===== src/rtl/decoder_scan.sv =====
// ============================================================================
// Module   : decoder_scan
// Brief    : Registered one-cold decoder with optional auto-scan mode
//            (scan logic compiled in when DECODER_SCAN_EN is defined).
// Revision : 1.0 - initial release
// ============================================================================
`default_nettype none

module decoder_scan #(
    parameter int WIDTH   = 3,
    parameter int DWELL_W = 8
) (
    input  logic                clk,
    input  logic                rst,
    input  logic                enable,
    input  logic                mode,
    input  logic [WIDTH-1:0]    in,
    input  logic [DWELL_W-1:0]  dwell,
    output logic [2**WIDTH-1:0] out,
    output logic [WIDTH-1:0]    index,
    output logic                active,
    output logic                wrap
);

    localparam int OUTS = 2**WIDTH;
    localparam logic [OUTS-1:0] c_one = {{(OUTS-1){1'b0}}, 1'b1};

    typedef enum logic [1:0] {
        S_IDLE   = 2'd0,
`ifdef DECODER_SCAN_EN
        S_SCAN   = 2'd2,
`endif
        S_DIRECT = 2'd1
    } state_t;

    state_t            r_state;
    state_t            w_state_nxt;
    logic [OUTS-1:0]   r_out;
    logic [OUTS-1:0]   w_out_nxt;
    logic [WIDTH-1:0]  r_index;
    logic [WIDTH-1:0]  w_index_nxt;
    logic              r_active;
    logic              w_active_nxt;
    logic              r_wrap;
    logic              w_wrap_nxt;

`ifdef DECODER_SCAN_EN
    logic [DWELL_W-1:0] r_cnt;
    logic [DWELL_W-1:0] w_cnt_nxt;
    logic [DWELL_W-1:0] r_len;
    logic [DWELL_W-1:0] w_len_nxt;
`else
    logic w_unused_scan_inputs;
    assign w_unused_scan_inputs = &{1'b0, mode, dwell};
`endif

    always_comb begin
        w_out_nxt    = '1;
        w_index_nxt  = '0;
        w_active_nxt = 1'b0;
        w_wrap_nxt   = 1'b0;
`ifdef DECODER_SCAN_EN
        w_cnt_nxt    = '0;
        w_len_nxt    = r_len;
`endif

        if (enable) begin
            w_state_nxt = S_IDLE;
        end
`ifdef DECODER_SCAN_EN
        else if (mode) begin
            w_state_nxt = S_SCAN;
        end
`endif
        else begin
            w_state_nxt = S_DIRECT;
        end

        case (w_state_nxt)
            S_DIRECT: begin
                w_index_nxt  = in;
                w_out_nxt    = ~(c_one << in);
                w_active_nxt = 1'b1;
            end
`ifdef DECODER_SCAN_EN
            S_SCAN: begin
                w_active_nxt = 1'b1;
                if (r_state != S_SCAN) begin
                    // Fresh entry always restarts the sweep; nothing resumes
                    w_index_nxt = '0;
                    w_len_nxt   = dwell;
                end else if (r_cnt == r_len) begin
                    w_index_nxt = r_index + 1'b1;
                    w_len_nxt   = dwell;
                    w_wrap_nxt  = &r_index;
                end else begin
                    w_index_nxt = r_index;
                    w_cnt_nxt   = r_cnt + 1'b1;
                end
                w_out_nxt = ~(c_one << w_index_nxt);
            end
`endif
            default: ;
        endcase
    end

    always_ff @(posedge clk) begin
        if (rst) begin
            r_state  <= S_IDLE;
            r_out    <= '1;
            r_index  <= '0;
            r_active <= 1'b0;
            r_wrap   <= 1'b0;
`ifdef DECODER_SCAN_EN
            r_cnt    <= '0;
            r_len    <= '0;
`endif
        end else begin
            r_state  <= w_state_nxt;
            r_out    <= w_out_nxt;
            r_index  <= w_index_nxt;
            r_active <= w_active_nxt;
            r_wrap   <= w_wrap_nxt;
`ifdef DECODER_SCAN_EN
            r_cnt    <= w_cnt_nxt;
            r_len    <= w_len_nxt;
`endif
        end
    end

    assign out    = r_out;
    assign index  = r_index;
    assign active = r_active;
    assign wrap   = r_wrap;

endmodule

`default_nettype wire


===== config.mk =====
export PLATFORM = sky130hd
export DESIGN_NAME = decoder_scan
export DESIGN_NICKNAME = d
export VERILOG_FILES = /design/src/rtl/decoder_scan.sv
export SDC_FILE = /design/constraint.sdc
export NUM_CORES = 1
export LEC_CHECK = 0
export ABC_AREA = 1
export CAP_MARGIN = 5
export CORE_AREA = 2 2 39 41
export CTS_CLUSTER_DIAMETER = 60
export DETAILED_ROUTE_END_ITERATION = 10
export DIE_AREA = 0 0 41 43
export PLACE_DENSITY = 0.66
export SKIP_CTS_REPAIR_TIMING = 1
export SYNTH_ARGS = -nofsm -noshare
export SYNTH_HDL_FRONTEND = slang
export SYNTH_SLANG_ARGS = --single-unit
export TNS_END_PERCENT = 50

===== constraint.sdc =====
create_clock -name clk -period 0.8 [get_ports clk]
set_input_delay 0.16 -clock clk [delete_from_list [all_inputs] [get_ports clk]]
set_output_delay 0.16 -clock clk [all_outputs]
set_load 0.02 [all_outputs]

# After elaboration in Yosys (flattened, before gate mapping)
# Index checks and enable logic that the tools add are counted.
# op_classes
eq_ne,1
n_shift,1
mux,2
bitwise_logic,2
n_reduce_logical,1
# op_table
operator,count
inverter 8 bit,1
"<< shifter 1 x 3 -> 8 bit, first input constant",1
2-to-1 mux 1 bit,2
OR reduction 2 bit,1
"equality test 1 bit, second input constant",1
inverter 1 bit,1
# word_totals
ff_bits,12
inputBits,15
output_inout_bits,13
elab_cells,10

# Longest topological paths before layout
# logic_depth
depth_word,4
mapped_depth,3
mapped_depth_nobuf,3

# Worst setup path after synthesis
# OpenSTA, ideal clock, no wires.
# synth_path
path_kind,register to output
from,register r_active (netlist: active)
to,output active
arrival_ns,0.395
t_required_ns,0.640
path_slack_ns,0.245
stages_incl_launch_ff,1
cell_sequence,dfxtp_1
# synth_rtl
element,line,text
from (decl),42,logic r_active;
from (signal assigned),122,r_active <= w_active_nxt;
to (decl),21,"output logic active,"
# No word-level cell between the ends.

# Worst setup path after layout
# layout_path
from,register r_index[1] (netlist: index[1])
to,output index[1]
# layout_rtl
element,line,text
from (decl),40,logic [WIDTH-1:0] r_index;
from (signal assigned),121,r_index <= w_index_nxt;
to (decl),20,"output logic [WIDTH-1:0] index,"
# No word-level cell between the ends.

==> results.py <==
metrics = {
    "status": {
        "status": "complete, but fails checks",
        "violations": "negative setup slack",
    },
    "worst_setup_path": {
        "criticalPathCategory": "flop to output port",
        "worstSetupEndpointType": "output port",
        "slowest_stage": "dfxtp_2",
        "worst-path-buf-inv": 1,
        "cpPeakStageDelay_ns": 0.32,
        "crit_family": "flip-flops",
        "cp_cell_sequence": "buf_6",
        "cp_max_fo": 1,
        "arrival_ns": 0.71,
        "cp-start-kind": "flop",
        "crit_required_ns": 0.64,
    },
    "timing": {
        "period_minus_slack_ns": 0.866,
        "rsz0062_at_grt": "true",
        "fin_ws_ns": -0.0661,
        "max_freq_mhz": 1150,
        "holdWs_ns": 0.149,
        "drv_slew": 0,
        "setup_tns_ns": -0.744,
        "finalCritPeriodShare_pct": 108,
        "finalHoldViolCount": 0,
        "setup_viol": 12,
    },
    "min_path": {
        "holdPathEnd": "active",
        "hold_class": "input port to flop",
        "holdPathStages": 2,
        "hold_start": "rst",
    },
    "synthesis": {
        "synth_top_family_by_area": "simple AND/OR/NAND/NOR gates",
        "syn_area_sq_um": 348,
        "yosysTopAreaCell": "dfxtp_1",
        "synth-compound-area-share_pct": 0,
        "synth_cell_type_count": 9,
        "ys_ff_latch": 12,
        "synth.area.mux_share_pct": 0,
        "synth_fp_nets": 50,
        "synthesis.instances": 35,
        "yosys_warnings": 0,
        "synthAdderAreaFrac_pct": 0,
        "synth-simple-area-share_pct": 22.3,
        "synth_xor_area_share_pct": 0,
        "synth_top_area_share_pct": 69.1,
        "synth_area_leaders": "dfxtp_1, nand3_1, nor2_1",
        "ys_seq_area_share_pct": 69.1,
        "syn_area_per_cell_sq_um": 9.94,
    },
    "floorplan": {
        "start_util_pct": 25.1,
        "coreArea_sq_mm": 0.00138,
        "die_w_microns": 41,
        "ios": 28,
        "die_y_microns": 43,
        "rows": 14,
        "design.die.area_sq_mm": 0.00176,
    },
    "power_and_ir_drop": {
        "swShare_pct": 21.5,
        "seqPwrFrac_pct": 51.1,
        "clkPwrFrac_pct": 38.1,
        "internal_power_uw": 954,
        "power.leakage_nw": 0.303,
        "p_total_mw": 1.22,
        "power.switching_uw": 261,
        "ir_worst_vdd_mv": 1.09,
        "powerDensity_mw_per_mm2": 1950,
        "combPwrFrac_pct": 10.8,
    },
    "grt": {
        "antenna_found_initial": 0,
        "grt_use_total_pct": 10.1,
        "grt_max_degree": 11,
        "globalRouteOverflowTotal": 0,
        "grt_pass1_vias": 246,
        "grt_pass1_wl_microns": 1050,
    },
    "detailed_routing": {
        "detail_route.vias_per_cell": 4.05,
        "wl_microns": 654,
        "vias": 296,
        "drt_iter0_drc": 5,
        "avgRoutedWirePerCell_microns": 8.96,
        "drtPass1Iterations": 4,
        "ant_nets": 0,
        "drcViolationCount": 0,
    },
    "final_layout": {
        "instances_no_fill": 73,
        "ff_latch_area_sq_um": 255,
        "area.growth.synth_to_final_pct": 79.5,
        "num-fill-cells": 146,
        "layout-drive-gt1-share_pct": 59.6,
        "multiInputGateArea_sq_um": 83.8,
        "layout_common_cells": "dfxtp_2, buf_6, nand3_1, nor2_1, dlymetal6s2s_1",
        "layout.nets": 73,
        "final_core_util_pct": 45.1,
        "n_antenna_cell": 0,
    },
    "cts": {
        "max-clock-path-buffers": 2,
        "cts_made_buffers": 3,
        "clk_pin_slew_ns": 0.07,
        "tritoncts": "built",
        "clock-sinks": 12,
        "cts_root_buf": "clkbuf_4",
        "h-tree-depth": 1,
    },
    "placement": {
        "post-dp-hpwl_microns": 481,
        "portBuffers": 17,
        "dp.cells": 69,
        "place_congestion": 0.675,
    },
    "run": {
        "drv_cap": 0,
    },
}
-- worst max path at each step --
| stage | depth (start not counted) | slack (ns) | endpoint | startpoint |
|---|---|---|---|---|
| 6_report | 1 | -0.07 | index[1] | index[1] |
| 5_1_grt | 1 | -0.10 | index[1] | index[1] |
| 4_1_cts | 1 | -0.55 | index[1] | index[1] |
| 3_5_place_dp | 4 | -0.32 | out[5] | in[0] |
| 3_3_place_gp | 4 | -0.29 | out[5] | in[0] |
| 2_1_floorplan | 0 | 0.24 | active | active |
-- state kept, by name (all words and copies together), names as in the netlist --
name    flops
out         8
active      1
index       3
-- power groups by stage --
stage	combinational (mW)	sequential, mW	clock, mW
5_1_grt	0.142	0.622	0.520
3_3_place_gp	0.126	0.630	0
4_1_cts	0.130	0.616	0.474
2_1_floorplan	0.0357	0.650	0
3_5_place_dp	0.129	0.630	0
6_report	0.131	0.622	0.463
-- final cells by class --
class | instances | area share [%]
clock buffer | 4 | 5.81
multi-input combinational | 17 | 13.4
sequential | 12 | 40.9
inverter | 5 | 3.01
tap | 16 | 3.21
timing repair buffer | 19 | 33.7
-- synth_stat cells, drive strengths merged --
cell   count
conb       1
nand3      8
inv        5
nor2       7
buf        1
dfxtp     12
nand2      1
-- cell families (layout without fill, tap and decap cells) --
logic type / count (synthesis) / after routing
other: 1 / 1
flip-flops: 12 / 12
AND/OR/NAND/NOR: 16 / 16
buffers and inverters: 6 / 28
-- stage by stage --
step	area (sq um)	setup slack, ns
floorplan	348	0.245
global placement	546	-0.292
detailed placement	546	-0.324
CTS	582	-0.547
global route	624	-0.105
finish	624	-0.0661
-- per-layer routing --
metal	global-route usage (%)	share of wire, %	up-vias
met2	11.9	46	14
met3	7.85	9.0	2
met1	10.6	43	130
met4	10.0	1.5	0
met5	0	0	-
li1	-	-	150
Note: power is estimated with default switching activity, not from simulation.
